`config.mk`:
```
export PLATFORM = sky130hd
export DESIGN_NAME = mem_port_arbiter_flat
export DESIGN_NICKNAME = d
export VERILOG_FILES = /design/src/rtl/mem_port_arbiter_if.sv /design/src/rtl/mem_port_arbiter.sv /design/src/flat_wrapper.sv
export SDC_FILE = /design/constraint.sdc
export NUM_CORES = 1
export LEC_CHECK = 0
export ABC_AREA = 1
export CORE_UTILIZATION = 32
export CTS_CLUSTER_SIZE = 24
export DETAILED_ROUTE_END_ITERATION = 10
export MAX_ROUTING_LAYER = met4
export PLACE_DENSITY = 0.78
export SYNTH_ARGS = -nofsm -noshare
export SYNTH_HDL_FRONTEND = slang
export SYNTH_SLANG_ARGS = --single-unit
```
`constraint.sdc`:
```
create_clock -name clk -period 1.5 [get_ports clk]
set_input_delay 0.375 -clock clk [delete_from_list [all_inputs] [get_ports clk]]
set_output_delay 0.375 -clock clk [all_outputs]
set_load 0.02 [all_outputs]
```
`src/rtl/mem_port_arbiter_if.sv`:
```
// Requester-side bundle for one port of mem_port_arbiter: word read/write
// request with req/gnt handshake and tagged read-data return.
interface mem_port_arbiter_if #(
    parameter int ADDR_W = 14,
    parameter int DATA_W = 32
);
    logic              req;
    logic              we;
    logic [ADDR_W-1:0] addr;
    logic [DATA_W-1:0] wdata;
    logic              gnt;
    logic              rvalid;
    logic [DATA_W-1:0] rdata;

    modport master (output req, we, addr, wdata, input gnt, rvalid, rdata);
    modport slave  (input req, we, addr, wdata, output gnt, rvalid, rdata);
endinterface

```
`src/rtl/mem_port_arbiter.sv`:
```
// Two-requester arbiter for a single-port memory: round-robin with a bounded
// hold window, registered memory command, read data returned to its issuer.
module mem_port_arbiter #(
    parameter int ADDR_W   = 14,
    parameter int DATA_W   = 32,
    parameter int RD_LAT   = 1,
    parameter int MAX_HOLD = 4
) (
    input  logic                clk,
    input  logic                rst,
    mem_port_arbiter_if.slave   m0,
    mem_port_arbiter_if.slave   m1,
    output logic                mem_wea,
    output logic [ADDR_W-1:0]   mem_addra,
    output logic [DATA_W-1:0]   mem_dina,
    input  logic [DATA_W-1:0]   mem_douta,
    output logic                busy
);
    localparam int HOLD_W = 4;
    localparam logic [HOLD_W-1:0] HOLD_MAX = HOLD_W'(MAX_HOLD);

    typedef enum logic {SEL_M0 = 1'b0, SEL_M1 = 1'b1} sel_e;

    sel_e              last_q, last_d;
    logic [HOLD_W-1:0] hold_q, hold_d;
    logic              mem_wea_q, mem_wea_d;
    logic [ADDR_W-1:0] mem_addra_q, mem_addra_d;
    logic [DATA_W-1:0] mem_dina_q, mem_dina_d;
    logic [RD_LAT:0]   vld_q, vld_d;
    logic [RD_LAT:0]   id_q, id_d;

    logic              gnt0, gnt1, acc, acc_we, other_req;
    sel_e              win, acc_id;
    logic [ADDR_W-1:0] acc_addr;
    logic [DATA_W-1:0] acc_wdata;

    // A zero hold count only occurs straight out of reset; treating it as
    // "no continuation" lets the reset pointer of 1 hand the first tie to m0.
    always_comb begin
        gnt0 = 1'b0;
        gnt1 = 1'b0;
        win  = SEL_M0;
        if (m0.req && m1.req) begin
            if (hold_q != '0 && hold_q < HOLD_MAX) begin
                win = last_q;
            end else begin
                win = (last_q == SEL_M0) ? SEL_M1 : SEL_M0;
            end
            gnt0 = (win == SEL_M0);
            gnt1 = (win == SEL_M1);
        end else begin
            gnt0 = m0.req;
            gnt1 = m1.req;
        end
    end

    always_comb begin
        acc       = gnt0 | gnt1;
        acc_id    = gnt1 ? SEL_M1 : SEL_M0;
        acc_we    = gnt1 ? m1.we    : m0.we;
        acc_addr  = gnt1 ? m1.addr  : m0.addr;
        acc_wdata = gnt1 ? m1.wdata : m0.wdata;
        other_req = gnt1 ? m0.req   : m1.req;

        last_d = last_q;
        hold_d = hold_q;
        if (acc) begin
            last_d = acc_id;
            if (acc_id != last_q) begin
                hold_d = HOLD_W'(1);
            end else if (other_req) begin
                hold_d = (hold_q >= HOLD_MAX) ? HOLD_MAX : hold_q + HOLD_W'(1);
            end else begin
                hold_d = HOLD_W'(1);
            end
        end

        mem_wea_d   = acc & acc_we;
        mem_addra_d = acc ? acc_addr  : mem_addra_q;
        mem_dina_d  = acc ? acc_wdata : mem_dina_q;

        vld_d = {vld_q[RD_LAT-1:0], acc & ~acc_we};
        id_d  = {id_q[RD_LAT-1:0], acc_id == SEL_M1};
    end

    always_ff @(posedge clk) begin
        if (rst) begin
            last_q      <= SEL_M1;
            hold_q      <= '0;
            mem_wea_q   <= 1'b0;
            mem_addra_q <= '0;
            mem_dina_q  <= '0;
            vld_q       <= '0;
            id_q        <= '0;
        end else begin
            last_q      <= last_d;
            hold_q      <= hold_d;
            mem_wea_q   <= mem_wea_d;
            mem_addra_q <= mem_addra_d;
            mem_dina_q  <= mem_dina_d;
            vld_q       <= vld_d;
            id_q        <= id_d;
        end
    end

    assign m0.gnt    = gnt0;
    assign m1.gnt    = gnt1;
    assign m0.rvalid = vld_q[RD_LAT] & ~id_q[RD_LAT];
    assign m1.rvalid = vld_q[RD_LAT] &  id_q[RD_LAT];
    assign m0.rdata  = m0.rvalid ? mem_douta : '0;
    assign m1.rdata  = m1.rvalid ? mem_douta : '0;

    assign mem_wea   = mem_wea_q;
    assign mem_addra = mem_addra_q;
    assign mem_dina  = mem_dina_q;
    assign busy      = mem_wea_q | (|vld_q);
endmodule

```
`src/flat_wrapper.sv`:
```
// flat-port wrapper written by rule: the top's interface ports become plain ports
module mem_port_arbiter_flat 
#(
    parameter int ADDR_W   = 14,
    parameter int DATA_W   = 32,
    parameter int RD_LAT   = 1,
    parameter int MAX_HOLD = 4
)
  (clk, rst, mem_wea, mem_addra, mem_dina, mem_douta, busy, m0_req, m0_we, m0_addr, m0_wdata, m0_gnt, m0_rvalid, m0_rdata, m1_req, m1_we, m1_addr, m1_wdata, m1_gnt, m1_rvalid, m1_rdata);
  mem_port_arbiter_if #(.ADDR_W(ADDR_W), .DATA_W(DATA_W)) m0_i ();
  mem_port_arbiter_if #(.ADDR_W(ADDR_W), .DATA_W(DATA_W)) m1_i ();
  input  logic clk;
  input  logic rst;
  output logic mem_wea;
  output logic [ADDR_W-1:0] mem_addra;
  output logic [DATA_W-1:0] mem_dina;
  input  logic [DATA_W-1:0] mem_douta;
  output logic busy;
  input wire logic [$bits(m0_i.req)-1:0] m0_req;
  input wire logic [$bits(m0_i.we)-1:0] m0_we;
  input wire logic [$bits(m0_i.addr)-1:0] m0_addr;
  input wire logic [$bits(m0_i.wdata)-1:0] m0_wdata;
  output wire logic [$bits(m0_i.gnt)-1:0] m0_gnt;
  output wire logic [$bits(m0_i.rvalid)-1:0] m0_rvalid;
  output wire logic [$bits(m0_i.rdata)-1:0] m0_rdata;
  input wire logic [$bits(m1_i.req)-1:0] m1_req;
  input wire logic [$bits(m1_i.we)-1:0] m1_we;
  input wire logic [$bits(m1_i.addr)-1:0] m1_addr;
  input wire logic [$bits(m1_i.wdata)-1:0] m1_wdata;
  output wire logic [$bits(m1_i.gnt)-1:0] m1_gnt;
  output wire logic [$bits(m1_i.rvalid)-1:0] m1_rvalid;
  output wire logic [$bits(m1_i.rdata)-1:0] m1_rdata;
  assign m0_i.req = m0_req;
  assign m0_i.we = m0_we;
  assign m0_i.addr = m0_addr;
  assign m0_i.wdata = m0_wdata;
  assign m0_gnt = m0_i.gnt;
  assign m0_rvalid = m0_i.rvalid;
  assign m0_rdata = m0_i.rdata;
  assign m1_i.req = m1_req;
  assign m1_i.we = m1_we;
  assign m1_i.addr = m1_addr;
  assign m1_i.wdata = m1_wdata;
  assign m1_gnt = m1_i.gnt;
  assign m1_rvalid = m1_i.rvalid;
  assign m1_rdata = m1_i.rdata;
  mem_port_arbiter #(.ADDR_W(ADDR_W), .DATA_W(DATA_W), .RD_LAT(RD_LAT), .MAX_HOLD(MAX_HOLD)) u_core (.clk(clk), .rst(rst), .m0(m0_i), .m1(m1_i), .mem_wea(mem_wea), .mem_addra(mem_addra), .mem_dina(mem_dina), .mem_douta(mem_douta), .busy(busy));
endmodule
```
After elaboration in Yosys (flattened, before gate mapping)
Cells that the tools add are included.

storage, ports and cells
  register bits after elaboration = 56
  latch bits = 0
  memory bits (writable) = 0
  ROM bits = 0
  output and inout port bits = 116
  logic and storage cells = 39
  memories = 0

cells by class
  $add $sub $neg = 1
  $mul = 0
  divide/modulo/power cells = 0
  magnitude comparators = 2
  equal/unequal tests = 1
  shifts and indexed selects = 0
  mux-type cells = 15
  bitwise operators = 9
  reductions and logical operators = 4

operators with widths
  operator                                                           count
  two-way mux 32 bit                                                 3
  two-way mux 14 bit                                                 1
  two-way mux 4 bit                                                  3
  two-way mux 1 bit                                                  8
  adder 4 x 1 -> 4 bit, second input constant                        1
  AND 1 bit                                                          4
  greater-or-equal comparator 4 x 3 -> 1 bit, second input constant  1
  < comparator 4 x 3 -> 1 bit, second input constant                 1
  nonzero test 4 bit                                                 1
  inverter 1 bit                                                     3
  logical AND 1 bit                                                  2
  OR 1 bit                                                           2
  OR reduction 2 bit                                                 1
  != test 1 bit                                                      1

Depth between registers and ports, before layout
  word-level depth = 8
  depth in mapped cells = 11

Worst setup path before layout
OpenSTA, ideal clock, no wires.

  path kind = register to output
  from = register u_core.vld_q[1]
  to = output m0_rdata[10]
  arrival time = 1.345 ns
  data required time = 1.125 ns
  setup slack = -0.220 ns
  cell stages (with the launch flop) = 6
  path buffers = 1
  path through = dfxtp_1 inv_1 nor2_1 inv_1 clkbuf_1 nor2_1

on the way
  cells in the longest elaborated chain, start to end = 2

ends and longest elaborated chain
  what                      RTL line                 source
  start: declaration        mem_port_arbiter.sv:29   logic [RD_LAT:0] vld_q, vld_d;
  start signal: assignment  mem_port_arbiter.sv:101  vld_q <= vld_d;
  AND 1 bit                 mem_port_arbiter.sv:108  assign m0.rvalid = vld_q[RD_LAT] & ~id_q[RD_LAT];
  via m0_rvalid             flat_wrapper.sv:24       output wire logic [$bits(m0_i.rvalid)-1:0] m0_rvalid;
  two-way mux 32 bit        mem_port_arbiter.sv:110  assign m0.rdata = m0.rvalid ? mem_douta : '0;
  end: declaration          flat_wrapper.sv:25       output wire logic [$bits(m0_i.rdata)-1:0] m0_rdata;

The timed path passes the listed nets, and every way through them passes these cells.

Worst setup path in the final report
  from = register u_core.id_q[1]
  to = output m0_rdata[25]

on the way
  cells in the longest elaborated chain, start to end = 3

ends and longest elaborated chain
  what                      RTL line                 source
  start: declaration        mem_port_arbiter.sv:30   logic [RD_LAT:0] id_q, id_d;
  start signal: assignment  mem_port_arbiter.sv:102  id_q <= id_d;
  inverter 1 bit            mem_port_arbiter.sv:108
  AND 1 bit                 mem_port_arbiter.sv:108
  two-way mux 32 bit        mem_port_arbiter.sv:110

No other way between the ends.

==> flow_summary.json <==
{
  "synth_fa_ha_area_share_pct": 0.736,
  "yosysMostFrequentCell": "nand2_1",
  "fillers": 780,
  "synth_top_area_share_pct": 33.0,
  "relSlewSlack_pct": 78.2,
  "pwr-share-seq_pct": 39.2,
  "fin_hold_ws_ps": 397,
  "drt_iter0_drc": 166,
  "cts.sinks": 56,
  "fin_nets": 984,
  "syn2layout_area_growth_pct": 117,
  "start_util_pct": 32.9,
  "grtUsageTotal_pct": 25.4,
  "fmax_mhz": 556,
  "min_period_ps": 1800,
  "finalHoldViolCount": 0,
  "syn_avg_cell_area_um2": 5.97,
  "hpwl_um": 9590,
  "period_share_pct": 120,
  "ys.flop_type": "dfxtp_1",
  "portBuffers": 245,
  "setup_violations": 99,
  "row_count": 37,
  "swShare_pct": 32.1,
  "muxShareOfSynthArea_pct": 0,
  "design_area_mm2": 0.00739,
  "wirelength_um": 15200,
  "cellLeakagePower_nw": 3.82,
  "synthTopCellsByArea": "dfxtp_1 33%, nand2_1 16%, inv_1 15%",
  "critPathKind": "register to output port",
  "grt_pass1_vias": 4510,
  "root_buffer": "clkbuf_8",
  "start_kind": "register",
  "dpl_cell_area_mm2": 0.00643,
  "cts-buffers-inserted": 5,
  "drive_above_1_share_pct": 28.7,
  "ys_seq_area_share_pct": 33.0,
  "grt_first_pass_wirelength_um": 21800,
  "finalMaxSlewViolations": 0,
  "hold_buffers": 0,
  "coreArea_mm2": 0.0103,
  "cts_tree": "yes",
  "synthXorXnorAreaFrac_pct": 0,
  "ys_seq_elements": 56,
  "p_switching_mw": 1.38,
  "crit_fanout": 6,
  "worst_slew_pin_slew_ps": 328,
  "ys_warn_count": 0,
  "end_kind": "output port",
  "synth_top_family_by_area": "simple AND/OR/NAND/NOR gates",
  "antenna_found_initial": 1,
  "rsz0062_at_grt": "true",
  "p_per_area_mw_per_mm2": 580,
  "violations": "negative setup slack",
  "p_comb_share_pct": 38.7,
  "internal_power_mw": 2.91,
  "synth_edf_count": 0,
  "die_w_um": 105,
  "synth_area_leader_cell": "dfxtp_1",
  "clock_path_buffers": 2,
  "cts_max_level": 2,
  "arrival_ps": 1420,
  "irDropWorstVdd_mv": 0.388,
  "num_vias": 4613,
  "synth_cell_type_count": 22,
  "setup_ws_ps": -300,
  "clkPwrFrac_pct": 22.1,
  "finalSetupTns_ps": -16370,
  "syn_area_mm2": 0.00340,
  "cap_violations": 0,
  "die_area_mm2": 0.0110,
  "syn_nets": 702,
  "cp.required_ps": 1120,
  "wire_per_inst_um": 15.4,
  "postRouteAntennaNets": 0,
  "die-height_um": 105,
  "status": "finished with violations",
  "firstDrtPassIters": 5,
  "clock_latency_ps": 300,
  "async_reset_ff_share_pct": 0,
  "synth_common_cells": "142 x nand2_1, 140 x inv_1, 89 x nand3_1",
  "synthSimpleGateAreaFrac_pct": 43.5,
  "grt-ovfl-total": 0,
  "synthCells": 570,
  "via_per_inst": 4.67,
  "fin_skew_ps": 19.3,
  "synth_compound_gate_area_share_pct": 1.69,
  "path_clk_slew_ps": 80,
  "pin_count": 246,
  "post-route-drc-count": 0,
  "grt_max_degree": 28,
  "gp_congestion": 0.838,
  "hp-class": "register to register"
}
==> cell usage in the layout, fill, tap and decap left out, types with 2 or more instances in the layout <==
master | synthesis | routed
a21oi_1 | 4 | 4
buf_12 | 1 | 13
buf_16 | 0 | 6
buf_4 | 2 | 21
buf_6 | 4 | 82
buf_8 | 0 | 3
clkbuf_16 | 0 | 3
clkbuf_8 | 0 | 5
clkdlybuf4s50_1 | 0 | 126
dfxtp_1 | 56 | 52
dfxtp_2 | 0 | 3
dlygate4sd2_1 | 0 | 50
inv_1 | 140 | 133
inv_2 | 3 | 7
nand2_1 | 142 | 140
nand2_2 | 12 | 12
nand2_8 | 1 | 3
nand3_1 | 89 | 89
nand3_2 | 8 | 8
nor2_1 | 73 | 7
nor2_4 | 2 | 68
o211ai_1 | 2 | 2
o21ai_1 | 0 | 2
==> final cells by class <==
type	instances	area [µm²]	area share (%)
flip-flops and latches	56	1130	15.3
diodes	1	2.50	0.0339
inverters	143	549	7.44
clock buffers	5	68.8	0.932
repair buffers	305	3330	45.1
multi-input cells	341	2110	28.5
well taps	136	170	2.30
clock inverters	1	30.0	0.407
==> repair_timing <==
item / 4_1_cts / 5_1_grt
buffers inserted: 13 / 5
gates cloned: 8 / 3
endpoints found under the hold margin: 0 / 0
setup endpoints to repair: 169 / 114
pin swaps: 3 / 6
resized for setup: 521 / 59
==> layer usage <==
layer	vias to the layer above	track usage [%]	wire, µm
met5	-	-	0
met2	248	48.5	8110
li1	2219	-	-
met3	56	4.24	1020
met4	0	12.4	752
met1	2090	24.7	5350
==> flip-flops by register name, indices dropped and copies added (netlist names) <==
signal	flops
u_core.mem_dina	32
u_core.vld_q	2
u_core.id_q	2
u_core.last_q	1
u_core.mem_addra	14
u_core.hold_q	4
u_core.mem_wea	1
==> cells by family after synthesis <==
kind of cell,Yosys count
and+or+nand+nor,329
buffers and inverters,173
DFF,56
AOI/OAI and AO/OA,10
adders and majority gates,2
==> stage by stage <==
stage                     worst slack, ps  util (%)  total power, mW  std cells
after floorplan                      13.3         -             2.44        570
after global placement               -712      62.3             3.21        953
after detailed placement             -723      62.3             3.24        953
after CTS                            -291      68.3             4.24        980
after global routing                 -369      71.5             4.50        988
final                                -300      71.5             4.29        988
==> power groups by stage <==
stage          registers (mW)  clock network (mW)  logic [mW]
2_1_floorplan            1.85                   0       0.585
3_3_place_gp             1.71                   0        1.50
3_5_place_dp             1.71                   0        1.53
4_1_cts                  1.68               0.974        1.59
5_1_grt                  1.70                1.03        1.77
6_report                 1.68               0.947        1.66
==> critical path, stage by stage (launching register included) <==
cell and delay, ps:
dfxtp_4 380, nor2_4 170, inv_6 70, buf_12 140, buf_16 150, nor2_4 110, buf_6 130
==> path summary, 6_finish.rpt <==
check / startpoint / endpoint / cells after the start / slack [ps]
max: u_core.id_q[1]$_SDFF_PP0_ / m0_rdata[25] / 6 / -300
min: u_core.id_q[0]$_SDFF_PP0_ / u_core.id_q[1]$_SDFF_PP0_ / 2 / 400
max reg2reg: u_core.hold_q[1]$_SDFFE_PP0P_ / u_core.mem_dina[4]$_SDFFE_PP0P_ / 13 / -90
min reg2reg: u_core.id_q[0]$_SDFF_PP0_ / u_core.id_q[1]$_SDFF_PP0_ / 2 / 400
No activity file was read; power rests on OpenSTA's default activity.
